### src/rtl/nn_sample_sequencer.sv
// Training-sample sequencer feeding the back-propagation network.
// Presents stored samples for a fixed hold window and tallies per-epoch mismatches.
module nn_sample_sequencer #(
    parameter int DEPTH       = 8,
    parameter int ADDR_W      = 3,
    parameter int HOLD_CYCLES = 24,
    parameter int EPOCH_W     = 8,
    parameter int ERR_W       = 16
) (
    input  logic               CLK,
    input  logic               RST,
    input  logic               wr_en,
    input  logic [ADDR_W-1:0]  wr_addr,
    input  logic [7:0]         wr_x0,
    input  logic [7:0]         wr_x1,
    input  logic [7:0]         wr_x2,
    input  logic [7:0]         wr_x3,
    input  logic               wr_d0,
    input  logic               wr_d1,
    input  logic [ADDR_W:0]    num_samples,
    input  logic [EPOCH_W-1:0] num_epochs,
    input  logic               start,
    input  logic               y0,
    input  logic               y1,
    output logic [8:0]         x0,
    output logic [8:0]         x1,
    output logic [8:0]         x2,
    output logic [8:0]         x3,
    output logic [8:0]         desired_y0,
    output logic [8:0]         desired_y1,
    output logic               sample_valid,
    output logic [ADDR_W-1:0]  sample_idx,
    output logic [EPOCH_W-1:0] epoch_cnt,
    output logic [ERR_W-1:0]   err_cnt,
    output logic               busy,
    output logic               done
);

    localparam int HC_W = $clog2(HOLD_CYCLES);
    localparam logic [HC_W-1:0]   HC_LAST = HC_W'(HOLD_CYCLES - 1);
    localparam logic [ADDR_W:0]   DEPTH_N = (ADDR_W + 1)'(DEPTH);
    localparam logic [ERR_W-1:0]  ERR_MAX = '1;

    localparam logic [1:0] IDLE = 2'd0;
    localparam logic [1:0] HOLD = 2'd1;
    localparam logic [1:0] DONE = 2'd2;

    logic [7:0] tx0 [DEPTH];
    logic [7:0] tx1 [DEPTH];
    logic [7:0] tx2 [DEPTH];
    logic [7:0] tx3 [DEPTH];
    logic       td0 [DEPTH];
    logic       td1 [DEPTH];

    logic [1:0]         state;
    logic [HC_W-1:0]    hold_cnt;
    logic [ADDR_W:0]    n_lat;
    logic [EPOCH_W-1:0] ep_lat;
    logic [ERR_W-1:0]   err_acc;

    logic [ADDR_W:0]    ns_clamp;
    logic               cfg_zero;
    logic               hold_end;
    logic               last_sample;
    logic               last_epoch;
    logic               mismatch;
    logic [ERR_W:0]     err_sum;
    logic [ERR_W-1:0]   err_next;
    logic               load;
    logic [ADDR_W-1:0]  load_idx;

    // Run-control decode: clamping, window end, mismatch and next-slot selection
    always_comb begin
        ns_clamp    = (num_samples > DEPTH_N) ? DEPTH_N : num_samples;
        cfg_zero    = (ns_clamp == '0) || (num_epochs == '0);
        hold_end    = (hold_cnt == HC_LAST);
        last_sample = ({1'b0, sample_idx} == (n_lat - (ADDR_W + 1)'(1)));
        last_epoch  = (epoch_cnt == (ep_lat - EPOCH_W'(1)));
        mismatch    = (y0 != desired_y0[0]) || (y1 != desired_y1[0]);
        err_sum     = {1'b0, err_acc} + (ERR_W + 1)'(mismatch);
        err_next    = err_sum[ERR_W] ? ERR_MAX : err_sum[ERR_W-1:0];
        load        = 1'b0;
        load_idx    = '0;
        if (state == IDLE) begin
            load = start && !cfg_zero;
        end else if (state == HOLD) begin
            load = hold_end && !(last_sample && last_epoch);
            if (!last_sample) begin
                load_idx = sample_idx + ADDR_W'(1);
            end
        end
    end

    // Sample table writes; writes are dropped while a run is active
    always_ff @(posedge CLK or posedge RST) begin
        if (RST) begin
            for (int i = 0; i < DEPTH; i++) begin
                tx0[i] <= '0;
                tx1[i] <= '0;
                tx2[i] <= '0;
                tx3[i] <= '0;
                td0[i] <= 1'b0;
                td1[i] <= 1'b0;
            end
        end else if (wr_en && !busy && ({1'b0, wr_addr} < DEPTH_N)) begin
            tx0[wr_addr] <= wr_x0;
            tx1[wr_addr] <= wr_x1;
            tx2[wr_addr] <= wr_x2;
            tx3[wr_addr] <= wr_x3;
            td0[wr_addr] <= wr_d0;
            td1[wr_addr] <= wr_d1;
        end
    end

    // Presented sample registers; they keep the last sample after a run
    always_ff @(posedge CLK or posedge RST) begin
        if (RST) begin
            x0           <= '0;
            x1           <= '0;
            x2           <= '0;
            x3           <= '0;
            desired_y0   <= '0;
            desired_y1   <= '0;
            sample_idx   <= '0;
            sample_valid <= 1'b0;
        end else begin
            sample_valid <= load;
            if (load) begin
                x0         <= {1'b0, tx0[load_idx]};
                x1         <= {1'b0, tx1[load_idx]};
                x2         <= {1'b0, tx2[load_idx]};
                x3         <= {1'b0, tx3[load_idx]};
                desired_y0 <= {8'b0, td0[load_idx]};
                desired_y1 <= {8'b0, td1[load_idx]};
                sample_idx <= load_idx;
            end
        end
    end

    // Run FSM: hold timing, epoch counting and error accumulation
    always_ff @(posedge CLK or posedge RST) begin
        if (RST) begin
            state     <= IDLE;
            hold_cnt  <= '0;
            n_lat     <= '0;
            ep_lat    <= '0;
            err_acc   <= '0;
            err_cnt   <= '0;
            epoch_cnt <= '0;
            busy      <= 1'b0;
            done      <= 1'b0;
        end else begin
            done <= 1'b0;
            case (state)
                IDLE: begin
                    if (start) begin
                        n_lat  <= ns_clamp;
                        ep_lat <= num_epochs;
                        if (cfg_zero) begin
                            state <= DONE;
                            done  <= 1'b1;
                        end else begin
                            state     <= HOLD;
                            busy      <= 1'b1;
                            hold_cnt  <= '0;
                            epoch_cnt <= '0;
                            err_acc   <= '0;
                        end
                    end
                end
                HOLD: begin
                    hold_cnt <= hold_cnt + HC_W'(1);
                    if (hold_end) begin
                        hold_cnt <= '0;
                        if (!last_sample) begin
                            err_acc <= err_next;
                        end else begin
                            err_cnt   <= err_next;
                            err_acc   <= '0;
                            epoch_cnt <= epoch_cnt + EPOCH_W'(1);
                            if (last_epoch) begin
                                state <= DONE;
                                busy  <= 1'b0;
                                done  <= 1'b1;
                            end
                        end
                    end
                end
                DONE: begin
                    state <= IDLE;
                end
                default: begin
                    state <= IDLE;
                end
            endcase
        end
    end

endmodule

### config.mk
export PLATFORM = sky130hd
export DESIGN_NAME = nn_sample_sequencer
export DESIGN_NICKNAME = d
export VERILOG_FILES = /design/src/rtl/nn_sample_sequencer.sv
export SDC_FILE = /design/constraint.sdc
export NUM_CORES = 1
export LEC_CHECK = 0
export ABC_CLOCK_PERIOD_IN_PS = 16890
export CAP_MARGIN = 20
export CORE_MARGIN = 2
export CORE_UTILIZATION = 60
export CTS_CLUSTER_DIAMETER = 120
export DETAILED_ROUTE_END_ITERATION = 10
export DONT_BUFFER_PORTS = 1
export PLACE_DENSITY = 0.76
export SYNTH_ARGS = -nofsm -noshare
export SYNTH_HDL_FRONTEND = slang
export SYNTH_SLANG_ARGS = --single-unit
### constraint.sdc
create_clock -name CLK -period 16.89 [get_ports CLK]
set_clock_uncertainty 0.15 [all_clocks]
set_input_delay 3.378 -clock CLK [delete_from_list [all_inputs] [get_ports CLK]]
set_output_delay 3.378 -clock CLK [all_outputs]
set_load 0.03 [all_outputs]
==> results.py, run 1 <==
metrics = {
    "layout": {
        "fin_util_pct": 66.7,
        "final_cell_mix": "dfrtp_1, mux2_2, o21ai_0, nor2_1, nand2_1",
        "drive_above_1_share_pct": 25.9,
        "final_cells": 1922,
        "fillers": 2127,
        "final_common_cell": "dfrtp_1",
        "diodes": 0,
        "design_area_mm2": 0.0191,
        "final_nets": 1570,
        "areaGrowthSynthToFinish_pct": 9.41,
    },
    "placement": {
        "place_area_mm2": 0.0177,
        "hpwl_um": 21900,
        "io_buffer_count": 0,
        "routabilityCongestion": 0.826,
        "place_inst": 1849,
    },
    "pwr": {
        "ir_worst_vdd_mv": 0.205,
        "leakagePower_nw": 8.76,
        "power_density_mw_per_mm2": 206,
        "finalPower_mw": 3.93,
    },
    "sta": {
        "rsz0062_at_grt": "false",
        "setup_tns_ns": 0,
        "maxSlewViolCount": 0,
        "period_needed_ns": 5.94,
        "max_freq_mhz": 168,
        "maxSlewHeadroom_pct": 22.1,
        "min_period_over_period_pct": 35.1,
        "worstMarginPinSlew_ns": 1.17,
        "finalHoldViolations": 0,
        "setup_viol": 0,
    },
    "die": {
        "ios": 139,
        "dieArea_mm2": 0.0304,
        "fp.dieH_um": 174,
        "initial_core_util_pct": 60.9,
        "coreArea_mm2": 0.0286,
        "rows": 62,
        "die_x_um": 174,
    },
    "drt": {
        "wl_per_cell_um": 21.3,
        "drc": 0,
        "routed_wl_um": 40800,
        "first_pass_iters": 5,
        "ant_nets": 0,
        "drtIter0Drc": 992,
        "routed-via-count": 12100,
        "viasPerCell": 6.29,
    },
    "clock_tree": {
        "cts_buffer_depth": 3,
        "cts_hold_buf": 0,
        "clock-sinks": 371,
        "insertion_delay_ns": 0.52,
        "cts_resized": 0,
        "cts_buffers": 39,
        "cts-root-buf": "clkbuf_16",
        "clk_pin_slew_worst_paths_ns": 0.06,
        "htreeDepth": 2,
        "cts_tree": "built",
        "post_cts_buffers": 0,
    },
    "logic_synthesis": {
        "syn_area_mm2": 0.0174,
        "ys_types": 51,
        "synth_top_cells_by_area": "dfrtp_1, mux2_2, o21ai_0, nor2_1, nand2_1",
        "yosysWarnings": 0,
        "syn_area_per_cell_um2": 11.2,
        "synth_edf_count": 0,
        "seq_area_frac_synth_pct": 53.2,
        "synth.largest_area_cell": "dfrtp_1",
        "netlist_instances": 1554,
        "synthArstFlopShare_pct": 100,
        "synth.top_cell.area_share_pct": 53.2,
        "ys_seq_elements": 371,
        "synth_top_flop_cell": "dfrtp_1",
    },
    "critical_path": {
        "critPathCaptureType": "register",
        "worst_path_max_delay_cell": "nor3_2",
        "r2r-start": "sample_idx[0]",
        "critPathRequiredTime_ns": 17.18,
        "path_cells": "xnor2_1, nand2_1, ha_1, ha_1, nand3_1, or4_1, nor3_2, buf_4, nor3_1, o21ai_0",
        "critPathLaunch": "y0",
        "path_common_cell": "ha_1",
        "arrival_ns": 6.22,
        "cp_slowest_stage_delay_ns": 0.85,
        "crit_fanout": 17,
        "critPathKind": "in2reg",
        "startpoint_type": "input port",
    },
    "global_routing": {
        "grt_pass1_vias": 12300,
        "grt_max_degree": 178,
        "antenna_found_initial": 0,
        "grt_usage_pct": 27.0,
        "grt_pass1_wl_um": 66000,
        "gr-total-overflow": 0,
    },
    "run_status": {
        "outcome": "finished clean",
    },
    "worst_hold_path": {
        "hold_path.class": "reg2reg",
        "worstHoldStart": "hold_cnt[4]",
    },
    "flow_run": {
        "cap_violations": 0,
    },
}
-- worst paths after layout --
check                                end  slack [ns]  cells after the start
max                           err_cnt[4]       10.95                     10
min                          hold_cnt[4]        0.34                      1
max reg2reg                        x2[5]       12.36                      9
min reg2reg                  hold_cnt[4]        0.34                      1
max in group asynchronous  sample_idx[0]       12.33                      2
min in group asynchronous   sample_valid        2.72                      1
-- synthesized netlist by cell type, types with 2 or more instances --
| library cell | number |
|---|---|
| a21oi_1 | 16 |
| a22o_1 | 34 |
| a2bb2oi_1 | 34 |
| a31oi_1 | 35 |
| and2_1 | 4 |
| and3_1 | 2 |
| buf_1 | 4 |
| buf_2 | 2 |
| buf_4 | 22 |
| buf_8 | 2 |
| clkbuf_1 | 99 |
| dfrtp_1 | 371 |
| ha_1 | 7 |
| inv_1 | 21 |
| mux2_1 | 20 |
| mux2_2 | 288 |
| mux2i_1 | 3 |
| nand2_1 | 104 |
| nand2b_1 | 3 |
| nand3_1 | 15 |
| nand3b_1 | 6 |
| nand4_1 | 5 |
| nor2_1 | 112 |
| nor2b_1 | 3 |
| nor3_1 | 15 |
| nor3b_1 | 6 |
| nor4_1 | 4 |
| o21ai_0 | 229 |
| o21bai_1 | 3 |
| o22ai_1 | 3 |
| o31ai_1 | 2 |
| or3_1 | 38 |
| xnor2_1 | 11 |
| xor2_1 | 14 |
-- sequential cells by signal (all words and copies together), names as in the netlist, 2 cells and up --
name,flops
ep_lat,8
epoch_cnt,8
err_acc,16
err_cnt,16
hold_cnt,5
n_lat,4
sample_idx,3
state,2
td0,8
td1,8
tx0,64
tx1,64
tx2,64
tx3,64
x0,8
x1,8
x2,8
x3,8
-- power breakdown --
| part | total (mW) | switching (mW) | internal (mW) |
|---|---|---|---|
| logic | 1.47 | 0.833 | 0.638 |
| registers | 1.55 | 0.318 | 1.23 |
| clock network | 0.906 | 0.351 | 0.554 |
-- cells by family after synthesis --
| logic type | Yosys count | share of synthesized area [%] |
|---|---|---|
| AO/OA/AOI/OAI | 365 | 12.5 |
| multiplexers | 311 | 20.1 |
| XOR/XNOR | 26 | 1.39 |
| buffers and inverters | 150 | 3.85 |
| flip-flops | 371 | 53.2 |
| other | 1 | 0.0215 |
| adder cells (fa/ha/maj) | 7 | 0.502 |
| AND/OR/NAND/NOR | 323 | 8.47 |
-- through the flow --
stage	hold WS (ns)	setup WS [ns]
floorplan	0.295	3.06
global placement	0.320	10.51
detailed placement	0.319	10.45
CTS	0.333	10.97
global route	0.359	10.69
finish	0.335	10.95
-- critical path, delay by kind of cell --
family | cells | cell delay [ns]
AOI/OAI and AO/OA | 1 | 0.15
buffers and inverters | 1 | 0.31
xor gates and xnor gates | 1 | 0.10
and+or+nand+nor | 5 | 1.83
adders and majority gates | 2 | 0.45
-- area by class of cell --
class / instances / area (um2) / share of cell area (%)
clock inverter: 19 / 226 / 1.19
sequential: 371 / 9290 / 48.7
inverter: 21 / 86.3 / 0.452
timing repair buffer: 23 / 218 / 1.14
tap: 384 / 480 / 2.52
multi-input combinational: 1052 / 7630 / 40.0
clock buffer: 52 / 1150 / 6.01
-- per-layer routing --
layer	GRT usage, %	share of wire (%)	up-vias
li1	-	-	5412
met1	36.2	43	6223
met2	45.6	49	380
met3	4.09	5.8	83
met4	8.09	2.2	0
met5	0	0	-
Power figures use the tool's default switching activity.
==> run 2, diff against run 1 <==
ABC_CLOCK_PERIOD_IN_PS = 6100   (was 16890)
clock period = 6.1 ns   (was 16.89 ns; I/O delays follow)
==> run 2 against run 1 <==
Compared with the run above: setup slack worse by 8.7 ns; count of clock-buffer cells in the layout up 5; wire length down 0.47%; die area unchanged; sequential share of layout area up 0.11 points; combinational power rose to 2.8 times the previous value; sequential cell count unchanged; global-route usage up 0.098 points; total power rose to 2.7 times the previous value; register-to-register slack worse by 10 ns.
==> results.py, run 2 (same netlist as run 1, synthesis figures left out) <==
metrics = {
    "die": {
        "coreArea_mm2": 0.0286,
        "fp.dieH_um": 174,
        "rows": 62,
        "ios": 139,
        "dieArea_mm2": 0.0304,
        "initial_core_util_pct": 60.9,
        "die_x_um": 174,
    },
    "drt": {
        "wl_per_cell_um": 21.2,
        "routed-via-count": 12000,
        "ant_nets": 0,
        "drtIter0Drc": 949,
        "viasPerCell": 6.26,
        "routed_wl_um": 40700,
        "first_pass_iters": 5,
        "drc": 0,
    },
    "placement": {
        "routabilityCongestion": 0.799,
        "place_inst": 1851,
        "io_buffer_count": 0,
        "hpwl_um": 21900,
    },
    "global_routing": {
        "antenna_found_initial": 0,
        "grt_max_degree": 160,
        "gr-total-overflow": 0,
        "grt_pass1_wl_um": 65800,
        "grt_pass1_vias": 12200,
        "grt_usage_pct": 27.1,
    },
    "critical_path": {
        "startpoint_type": "register",
        "critPathRequiredTime_ns": 6.41,
        "crit_fanout": 73,
        "critPathKind": "reg2reg",
        "critPathCaptureType": "register",
        "arrival_ns": 4.17,
        "rrSetupSlack_ns": 2.24,
    },
    "sta": {
        "min_period_over_period_pct": 63.2,
        "maxSlewViolCount": 0,
        "setup_tns_ns": 0,
        "max_freq_mhz": 259,
        "worstMarginPinSlew_ns": 1.17,
        "finalHoldViolations": 0,
        "period_needed_ns": 3.86,
        "setup_viol": 0,
        "maxSlewHeadroom_pct": 21.7,
        "rsz0062_at_grt": "false",
    },
    "layout": {
        "diodes": 0,
        "final_common_cell": "dfrtp_1",
        "drive_above_1_share_pct": 25.8,
        "areaGrowthSynthToFinish_pct": 9.16,
        "final_nets": 1570,
        "final_cells": 1920,
        "final_cell_mix": "dfrtp_1, mux2_2, o21ai_0, nor2_1, nand2_1",
        "fillers": 2107,
    },
    "pwr": {
        "power_density_mw_per_mm2": 566,
        "p_sw_share_pct": 38.1,
        "p_comb_share_pct": 37.7,
        "power.net_switching_mw": 4.10,
        "p_seq_share_pct": 39.7,
        "ir_worst_vdd_mv": 0.501,
        "pwr-share-clk_pct": 22.6,
        "finalPower_mw": 10.8,
        "internal_power_mw": 6.67,
        "leakagePower_nw": 8.73,
    },
    "clock_tree": {
        "cts_hold_buf": 0,
        "cts-root-buf": "clkbuf_16",
        "insertion_delay_ns": 0.52,
        "clk_pin_slew_worst_paths_ns": 0.06,
        "post_cts_buffers": 0,
        "clock-sinks": 371,
        "cts_buffers": 38,
        "cts_buffer_depth": 3,
        "htreeDepth": 2,
        "cts_resized": 0,
        "cts_tree": "built",
    },
    "run_status": {
        "outcome": "finished clean",
    },
    "worst_hold_path": {
        "hold_path.class": "reg2reg",
    },
    "flow_run": {
        "cap_violations": 0,
    },
}
==> run 2: metrics by stage <==
| stage | hold WS [ns] | setup WS [ns] | area [um2] | util (%) |
|---|---|---|---|---|
| CTS | 0.333 | 2.31 | 19000 | 66.4 |
| global route | 0.358 | 2.07 | 19000 | 66.5 |
| detailed placement | 0.321 | 2.04 | 17700 | 61.8 |
| global placement | 0.319 | 2.16 | 17700 | 61.8 |
| floorplan | 0.295 | -0.250 | 17500 | - |
| finish | 0.334 | 2.24 | 19000 | 66.5 |
==> run 2: area by class of cell <==
cell class	instances	area [um2]	share of cell area [%]
Clock buffer	57	1200	6.28
Clock inverter	11	135	0.710
Inverter	21	82.6	0.434
Multi-Input combinational cell	1052	7640	40.1
Sequential cell	371	9290	48.8
Tap cell	384	480	2.52
Timing Repair Buffer	24	218	1.14
==> run 2: final timing paths <==
| kind | start | to | cells after the start |
|---|---|---|---|
| worst max-delay path | sample_idx[0] | desired_y1[0] | 8 |
| worst min-delay path | hold_cnt[4] | hold_cnt[4] | 1 |
| worst max register to register | sample_idx[0] | desired_y1[0] | 8 |
| worst min register to register | hold_cnt[4] | hold_cnt[4] | 1 |
| max in group asynchronous | RST | done | 2 |
| min in group asynchronous | RST | sample_valid | 1 |
==> run 2: power by group through the flow <==
stage,Clock (mW),Sequential [mW],Combinational (mW)
after floorplan,0,4.08,3.09
after global placement,0,4.24,3.91
after detailed placement,0,4.30,4.00
after CTS,2.47,4.27,4.04
after global routing,2.56,4.40,4.47
final,2.44,4.27,4.06
==> run 2: critical path, stage by stage (launching register included) <==
cell,delay [ns]
dfrtp_4,0.82
xor2_1,0.14
o211a_1,0.19
a21oi_4,0.12
buf_4,0.68
nand2_2,0.75
o21ai_0,0.40
a2bb2oi_1,0.27
mux2_2,0.19
==> run 2: layer usage <==
metal  GRT usage [%]  vias to the layer above  share of wire (%)
li1                -                     5400                  -
met1            35.4                     6178                 42
met2            45.6                      397                 49
met3            6.34                       52                7.6
met4            7.18                        0                1.6
met5               0                        -                  0
